[config.mk]
export PLATFORM = sky130hd
export DESIGN_NAME = uart_rx_ok
export DESIGN_NICKNAME = d
export VERILOG_FILES = /design/src/rtl/uart_rx_ok_pkg.sv /design/src/rtl/uart_rx_ok_ok_seq_detect.sv /design/src/rtl/uart_rx_ok.sv
export SDC_FILE = /design/constraint.sdc
export NUM_CORES = 1
export LEC_CHECK = 0
export CAP_MARGIN = 15
export CORE_ASPECT_RATIO = 1.5
export CORE_UTILIZATION = 45
export CTS_CLUSTER_DIAMETER = 80
export DETAILED_ROUTE_END_ITERATION = 12
export PLACE_DENSITY_LB_ADDON = 0.15
export SYNTH_ARGS = -nofsm -noshare
export SYNTH_HDL_FRONTEND = slang
export SYNTH_SLANG_ARGS = --single-unit
export TNS_END_PERCENT = 50
[constraint.sdc]
create_clock -name iCLK -period 5.8 [get_ports iCLK]
set_input_delay 0.87 -clock iCLK [delete_from_list [all_inputs] [get_ports iCLK]]
set_output_delay 0.87 -clock iCLK [all_outputs]
set_load 0.005 [all_outputs]
[src/rtl/uart_rx_ok_pkg.sv]
// rtl/uart_rx_ok_pkg.sv - shared constants for the OK-response UART receiver
package uart_rx_ok_pkg;

   localparam logic [2:0] ST_IDLE      = 3'd0;
   localparam logic [2:0] ST_START     = 3'd1;
   localparam logic [2:0] ST_DATA      = 3'd2;
   localparam logic [2:0] ST_STOP      = 3'd3;
   localparam logic [2:0] ST_WAIT_HIGH = 3'd4;

   localparam logic [7:0] OK_BYTE0 = 8'h4F;
   localparam logic [7:0] OK_BYTE1 = 8'h4B;
   localparam logic [7:0] OK_BYTE2 = 8'h0D;
   localparam logic [7:0] OK_BYTE3 = 8'h0A;

   // Clock cycles per bit on the line.
   function automatic int unsigned div_num(input int unsigned clk_hz, input int unsigned baud);
      return clk_hz / baud;
   endfunction

endpackage

[src/rtl/uart_rx_ok_ok_seq_detect.sv]
// rtl/uart_rx_ok_ok_seq_detect.sv - tracks received bytes for the "OK\r\n" response
module ok_seq_detect
   import uart_rx_ok_pkg::*;
(
   input  logic       iCLK,
   input  logic       RST_n,
   input  logic [7:0] byte_in,
   input  logic       strobe,
   input  logic       enable,
   input  logic       clear_req,
   output logic       found
);

   logic [1:0] idx_q, idx_d;
   logic       found_q, found_d;
   logic [7:0] expected;
   logic       set_found;

   always_comb begin
      case (idx_q)
         2'd0:    expected = OK_BYTE0;
         2'd1:    expected = OK_BYTE1;
         2'd2:    expected = OK_BYTE2;
         default: expected = OK_BYTE3;
      endcase
   end

   // A mismatching 'O' can itself begin a new response, so restart at index 1.
   always_comb begin
      idx_d     = idx_q;
      set_found = 1'b0;
      if (!enable) begin
         idx_d = 2'd0;
      end else if (strobe) begin
         if (byte_in == expected) begin
            if (idx_q == 2'd3) begin
               set_found = 1'b1;
               idx_d     = 2'd0;
            end else begin
               idx_d = idx_q + 2'd1;
            end
         end else if (byte_in == OK_BYTE0) begin
            idx_d = 2'd1;
         end else begin
            idx_d = 2'd0;
         end
      end
   end

   always_comb begin
      found_d = found_q;
      if (set_found) begin
         found_d = 1'b1;
      end else if (clear_req) begin
         found_d = 1'b0;
      end
   end

   always_ff @(posedge iCLK or negedge RST_n) begin
      if (!RST_n) begin
         idx_q   <= 2'd0;
         found_q <= 1'b0;
      end else begin
         idx_q   <= idx_d;
         found_q <= found_d;
      end
   end

   assign found = found_q;

endmodule

[src/rtl/uart_rx_ok.sv]
// rtl/uart_rx_ok.sv - 8N1 UART receiver that flags the modem's "OK\r\n" reply
module uart_rx_ok
   import uart_rx_ok_pkg::*;
#(
   parameter int CLK       = 50_000_000,
   parameter int BAUD_RATE = 115200
)
(
   input  logic       iCLK,
   input  logic       RST_n,
   input  logic       rx,
   input  logic       receive_ok_en,
   input  logic       SEND_END_cmd,
   output logic [7:0] rx_data,
   output logic       rx_valid,
   output logic       frame_err,
   output logic       receiver_OK_ser
);

   localparam int unsigned DIV_NUM = div_num(CLK, BAUD_RATE);
   localparam int          CW      = $clog2(DIV_NUM);
   localparam logic [CW-1:0] CNT_MAX    = CW'(DIV_NUM - 1);
   localparam logic [CW-1:0] CNT_SAMPLE = CW'(DIV_NUM / 2);

   logic          rx_meta_q, rx_sync_q, rx_prev_q;
   logic [2:0]    state_q, state_d;
   logic [CW-1:0] cnt_q, cnt_d;
   logic [2:0]    bit_idx_q, bit_idx_d;
   logic [7:0]    shift_q, shift_d;
   logic [7:0]    rx_data_q, rx_data_d;
   logic          rx_valid_q, rx_valid_d;
   logic          frame_err_q, frame_err_d;
   logic          ok_en_prev_q;
   logic          falling;
   logic          sample;
   logic          clear_req;

   assign falling = rx_prev_q & ~rx_sync_q;
   assign sample  = (cnt_q == CNT_SAMPLE);

   always_comb begin
      state_d     = state_q;
      cnt_d       = (cnt_q == CNT_MAX) ? '0 : cnt_q + 1'b1;
      bit_idx_d   = bit_idx_q;
      shift_d     = shift_q;
      rx_data_d   = rx_data_q;
      rx_valid_d  = 1'b0;
      frame_err_d = 1'b0;
      case (state_q)
         ST_IDLE: begin
            cnt_d = '0;
            if (falling) begin
               state_d = ST_START;
            end
         end
         ST_START: begin
            if (sample) begin
               if (!rx_sync_q) begin
                  state_d   = ST_DATA;
                  bit_idx_d = 3'd0;
               end else begin
                  state_d = ST_IDLE;
               end
            end
         end
         ST_DATA: begin
            if (sample) begin
               shift_d   = {rx_sync_q, shift_q[7:1]};
               bit_idx_d = bit_idx_q + 3'd1;
               if (bit_idx_q == 3'd7) begin
                  state_d = ST_STOP;
               end
            end
         end
         ST_STOP: begin
            if (sample) begin
               if (rx_sync_q) begin
                  rx_data_d  = shift_q;
                  rx_valid_d = 1'b1;
                  state_d    = ST_IDLE;
               end else begin
                  frame_err_d = 1'b1;
                  state_d     = ST_WAIT_HIGH;
               end
            end
         end
         ST_WAIT_HIGH: begin
            // A broken frame leaves the line low; re-arm only once it idles high.
            cnt_d = '0;
            if (rx_sync_q) begin
               state_d = ST_IDLE;
            end
         end
         default: begin
            state_d = ST_IDLE;
         end
      endcase
   end

   always_ff @(posedge iCLK or negedge RST_n) begin
      if (!RST_n) begin
         rx_meta_q    <= 1'b1;
         rx_sync_q    <= 1'b1;
         rx_prev_q    <= 1'b1;
         state_q      <= ST_IDLE;
         cnt_q        <= '0;
         bit_idx_q    <= 3'd0;
         shift_q      <= 8'h00;
         rx_data_q    <= 8'h00;
         rx_valid_q   <= 1'b0;
         frame_err_q  <= 1'b0;
         ok_en_prev_q <= 1'b0;
      end else begin
         rx_meta_q    <= rx;
         rx_sync_q    <= rx_meta_q;
         rx_prev_q    <= rx_sync_q;
         state_q      <= state_d;
         cnt_q        <= cnt_d;
         bit_idx_q    <= bit_idx_d;
         shift_q      <= shift_d;
         rx_data_q    <= rx_data_d;
         rx_valid_q   <= rx_valid_d;
         frame_err_q  <= frame_err_d;
         ok_en_prev_q <= receive_ok_en;
      end
   end

   assign clear_req = ok_en_prev_q & ~receive_ok_en;

   ok_seq_detect u_ok_seq_detect (
      .iCLK      (iCLK),
      .RST_n     (RST_n),
      .byte_in   (rx_data_q),
      .strobe    (rx_valid_q),
      .enable    (~SEND_END_cmd),
      .clear_req (clear_req),
      .found     (receiver_OK_ser)
   );

   assign rx_data   = rx_data_q;
   assign rx_valid  = rx_valid_q;
   assign frame_err = frame_err_q;

endmodule

Word level (Yosys, flattened, before mapping)
Cells that the tools add are included.
{ "classes": {"n_addsub": 3, "eq_ne": 19, "mux": 33, "bitwise": 4, "reduce_logical": 10} }
{ "ops": {"columns": ["op", "count"], "rows": [
  ["$mux W3", 10],
  ["$pmux W7 S3", 1],
  ["$mux W9", 2],
  ["$pmux W3 S5", 1],
  ["$ne A2 B2 Y1 const B", 7],
  ["$mux W1", 13],
  ["$mux W2", 5],
  ["$add A9 B1 Y9 const B", 1],
  ["$eq A9 B8 Y1 const B", 1],
  ["$eq A9 B9 Y1 const B", 1],
  ["$eq A8 B7 Y1", 1],
  ["$eq A8 B7 Y1 const B", 1],
  ["$eq A3 B2 Y1 const B", 2],
  ["$eq A3 B3 Y1 const B", 2],
  ["$pmux W3 S2", 1],
  ["$reduce_and A6 Y1", 1],
  ["$reduce_bool A2 Y1", 3],
  ["$eq A2 B2 Y1 const B", 2],
  ["$reduce_and A4 Y1", 1],
  ["$add A3 B1 Y3 const B", 1],
  ["$eq A3 B1 Y1 const B", 1],
  ["$logic_not A3 Y1", 1],
  ["$reduce_and A3 Y1", 1],
  ["$add A2 B1 Y2 const B", 1],
  ["other kinds (6)", 8]
]} }
{ "totals": {"regBits": 40, "in_bits": 5, "out_inout_bits": 11, "wordCells": 82} }

Logic depth before layout (Yosys ltp)
{ "depth": {"word_depth": 7, "mapped_depth": 7, "depth_no_buf": 6} }

Hierarchy
Synthesis repeated with hierarchy kept, for this count alone.
{ "hier_totals": {"hier_cells": 158, "area_unflattened_um2": 1930.6} }
{ "modules_own_cells": {"columns": ["mod", "n_inst", "cells_per_inst", "area_per_inst_um2", "seq_area_each_um2"], "rows": [
  ["uart_rx_ok", 1, 124, 1611.5, 929.6],
  ["ok_seq_detect", 1, 34, 319.1, 75.1]
]} }

Least setup slack after synthesis
Ideal clock, no wire load.
{ "synth_path": {"path_type": "flip-flop to flip-flop", "startpoint": "register u_ok_seq_detect.idx_q[0]", "endpoint": "register u_ok_seq_detect.idx_q[0]", "setup_ps": 125, "arrival_time_ps": 1821, "t_required_ps": 5675, "path_slack_ps": 3854, "stages_incl_launch_ff": 7, "path_buffers": 0, "period_less_slack_ps": 1946, "path_cell_list": "dfrtp_1 > inv_1 > ha_1 > or3_4 > a2111oi_4 > o31ai_2 > mux2_4"} }
{ "synth_via": {"elab_chain_len": 6, "word_cells_on_any_way": 11, "classes_between": "add/sub (1); eq/ne (4); mux (5); reduce/logical (1)"} }
{ "synth_rtl": {"columns": ["element", "line", "source"], "rows": [
  ["from (decl)", "uart_rx_ok_ok_seq_detect.sv:14", "logic [1:0] idx_q, idx_d;"],
  ["from (signal assigned)", "uart_rx_ok_ok_seq_detect.sv:64", "idx_q <= idx_d;"],
  ["$eq A2 B2 Y1, or another cell as far along", "uart_rx_ok_ok_seq_detect.sv:20", "case (idx_q)"],
  ["$pmux W7 S3", "uart_rx_ok_ok_seq_detect.sv:20", null],
  ["$eq A8 B7 Y1", "uart_rx_ok_ok_seq_detect.sv:35", "if (byte_in == expected) begin"],
  ["$mux W2 (*)", "uart_rx_ok_ok_seq_detect.sv:35", null],
  ["$mux W2 (*)", "uart_rx_ok_ok_seq_detect.sv:34", "end else if (strobe) begin"],
  ["$mux W2 (*)", "uart_rx_ok_ok_seq_detect.sv:32", "if (!enable) begin"]
]} }
Mark *: on every way between the ends. The rest lies on a longest branch, timed or not. The select of a mux whose other input is x is not followed.
A chain may end at the register's enable or synchronous reset.

Worst setup path in the final report
{ "layout_path": {"startpoint": "register rx_data_q[2], in the netlist rx_data[2]", "endpoint": "output rx_data[2]"} }
{ "layout_lines": {"columns": ["element", "line", "source"], "rows": [
  ["from (decl)", "uart_rx_ok.sv:30", "logic [7:0] rx_data_q, rx_data_d;"],
  ["from (signal assigned)", "uart_rx_ok.sv:121", "rx_data_q <= rx_data_d;"],
  ["to (decl)", "uart_rx_ok.sv:14", "output logic [7:0] rx_data,"]
]} }
No word-level cell between the ends.

==> qor.yml <==
status: "finished, final reports clean"
final_common_cell: "dfrtp_1"
cts_setup_buffers: 0
max_cap_violations: 0
cts_tree: "done"
critPathLaunchType: "register"
dp_hpwl_um: 2460
start_util_pct: 48.0
cp_slowest_cell: "clkdlybuf4s50_1"
synth_cells: 162
drc: 0
fp-row-count: 28
async_flop_share_pct: 100
yosys.area_share.simple_pct: 16.5
worst_slack_ns: 3.64
place_congestion: 0.855
r2r_end: "u_ok_seq_detect.idx_q[0]"
cp.depth: 1
synthAdderAreaFrac_pct: 5.82
grt_pass1_wl_um: 5690
syn_area_um2: 1930
clock_latency_ns: 0.29
slew_headroom_pct: 43.2
syn2layout_area_growth_pct: 15.1
fin_nets: 194
clk_pin_slew_ns: 0.08
final.setup.tns_ns: 0
antenna_found_initial: 0
finalMaxSlewViolations: 0
cts_repair_resize_count: 0
diodes: 0
critPathRequiredTime_ns: 4.93
critPathArrivalTime_ns: 1.29
synth-compound-area-share_pct: 8.28
hold_violations: 0
route.met3.wl_um: 70
synth.area.top_cells: "dfrtp_1 48%, ha_1 5.8%, mux2_2 5.2%"
dp_slack_ns: 3.71
top_layer: "met4"
die_w_um: 55.5
cts.sinks: 40
vias_per_cell: 5.50
synth_top_area_share_pct: 47.9
wl_um: 3300
synth_top_family_by_area: "simple AND/OR/NAND/NOR gates"
io_buffer_count: 15
grtUsageTotal_pct: 16.5
path_cells: "clkdlybuf4s50_1"
die_height_um: 82.3
finalSetupViolCount: 0
synth_edf_count: 0
r2r-start: "u_ok_seq_detect.idx_q[0]"
ys_types: 45
worst_pin_slew_ns: 0.853
cts_made_buffers: 5
holdWs_ns: 0.357
max_freq_mhz: 463
fp.coreArea_um2: 4030
drtAntennaViolNets: 0
power_density_nw_per_um2: 279
cp-endpoint: "rx_data[2]"
critPathLaunch: "rx_data[2]"
cp-end-kind: "output port"
synth-xor-area-share_pct: 4.08
power_mw: 0.621
wl_met2_um: 1880
postCtsHoldBufs: 0
ir_drop_mv: 0.236
wl_per_cell_um: 14.6
dr_total_vias: 1244
final_cells: 226
drt-initial-drc-count: 33
grt_start_max_net_pins: 41
overflow: 0
multi_input_area_um2: 876
path_class: "reg2out"
max-clock-path-buffers: 2
cts-root-buf: "clkbuf_8"
fill_cells: 374
crit_path_max_incr_delay_ns: 0.54
ys.flop_type: "dfrtp_1"
wl_met1_um: 1280
r2r_cells: 6
pin_count: 16
fin_worst_skew_ns: 0.00580
ys_warn_count: 0
drt_pass1_iterations: 4
avgSynthCellArea_um2: 11.9
path_max_fanout: 8
synth.yosys.seq_area_share_pct: 51.9
synth.area.mux_share_pct: 10.6
r2r_slack_ns: 3.72
layout.area.seq_um2: 1000
cp_top_family: "buffers and inverters"
dp_cells: 218
die-area_um2: 4570
drive_above_1_share_pct: 16.0
synth_nets: 176
min_period_ns: 2.16
final_cell_mix: "37 x dfrtp_1, 14 x nor2_1, 14 x clkdlybuf4s50_1"
critPathBufInv: 1
rsz0062_at_grt: "false"
ys_ff_latch: 40
h-tree-depth: 2
synth_top_area_cell: "dfrtp_1"
leakagePower_nw: 0.991
final.period_utilization_pct: 37.3
grt_pass1_vias: 1276
hp-class: "reg2reg"
power breakdown:
part           switching, mW  internal [mW]
registers             0.0304          0.304
logic                 0.0297         0.0297
clock network         0.0973          0.130
Yosys cell counts, drive strengths merged (4+ instances only):
master and count:
dfrtp 37, mux2 17, nor2 14, o21ai 10, ha 9, inv 8
nand2 7, a21oi 6, xor2 6, nand3 4, nand4 4
per-stage QoR:
stage	util (%)	area, um2
finish	55.3	2230
global route	55.3	2230
CTS	55.3	2230
detailed placement	52.4	2110
global placement	52.4	2110
floorplan	-	1930
cell families (layout without fill, tap and decap cells):
| family | Yosys count | count (layout) |
|---|---|---|
| buffers and inverters | 12 | 31 |
| DFF | 40 | 40 |
| AOI/OAI and AO/OA | 23 | 23 |
| and+or+nand+nor | 51 | 51 |
| adders and majority gates | 9 | 9 |
| xor gates and xnor gates | 9 | 9 |
| muxes | 18 | 18 |
layer usage:
| metal | track usage [%] | up-vias |
|---|---|---|
| met3 | 3.74 | 6 |
| li1 | - | 607 |
| met2 | 32.0 | 15 |
| met4 | 8.50 | 0 |
| met5 | 0 | - |
| met1 | 16.2 | 616 |
worst register-to-register path, stage by stage, from the launching register on:
cell and delay [ns]:
dfrtp_1 0.46, inv_1 0.09, ha_1 0.25, or3_4 0.41, a2111oi_4 0.31, o31ai_2 0.13
mux2_4 0.32
state kept, by name, summed over array words and instances (netlist names):
signal / cells
state_q: 3
rx_data: 8
rx_valid: 1
rx_sync_q: 1
shift_q: 8
rx_meta_q: 1
bit_idx_q: 3
u_ok_seq_detect.idx_q: 2
rx_prev_q: 1
frame_err: 1
ok_en_prev_q: 1
u_ok_seq_detect.found: 1
cnt_q: 9
how the worst min path moves through the flow:
stage,to,depth (start not counted),startpoint,slack [ns]
finish,rx_sync_q,0,rx_meta_q,0.36
global placement,rx_sync_q,0,rx_meta_q,0.35
global route,rx_sync_q,0,rx_meta_q,0.37
floorplan,rx_sync_q,0,rx_meta_q,0.35
CTS,rx_sync_q,0,rx_meta_q,0.36
detailed placement,rx_sync_q,0,rx_meta_q,0.35
cell type report:
class	count	share of cell area [%]
multi-input cells	110	39.3
clock buffers	5	3.09
inverters	8	1.35
repair buffers	15	6.52
clock inverters	3	2.08
flip-flops and latches	40	45.1
well taps	45	2.53
Note: power is estimated with default switching activity, not from simulation.
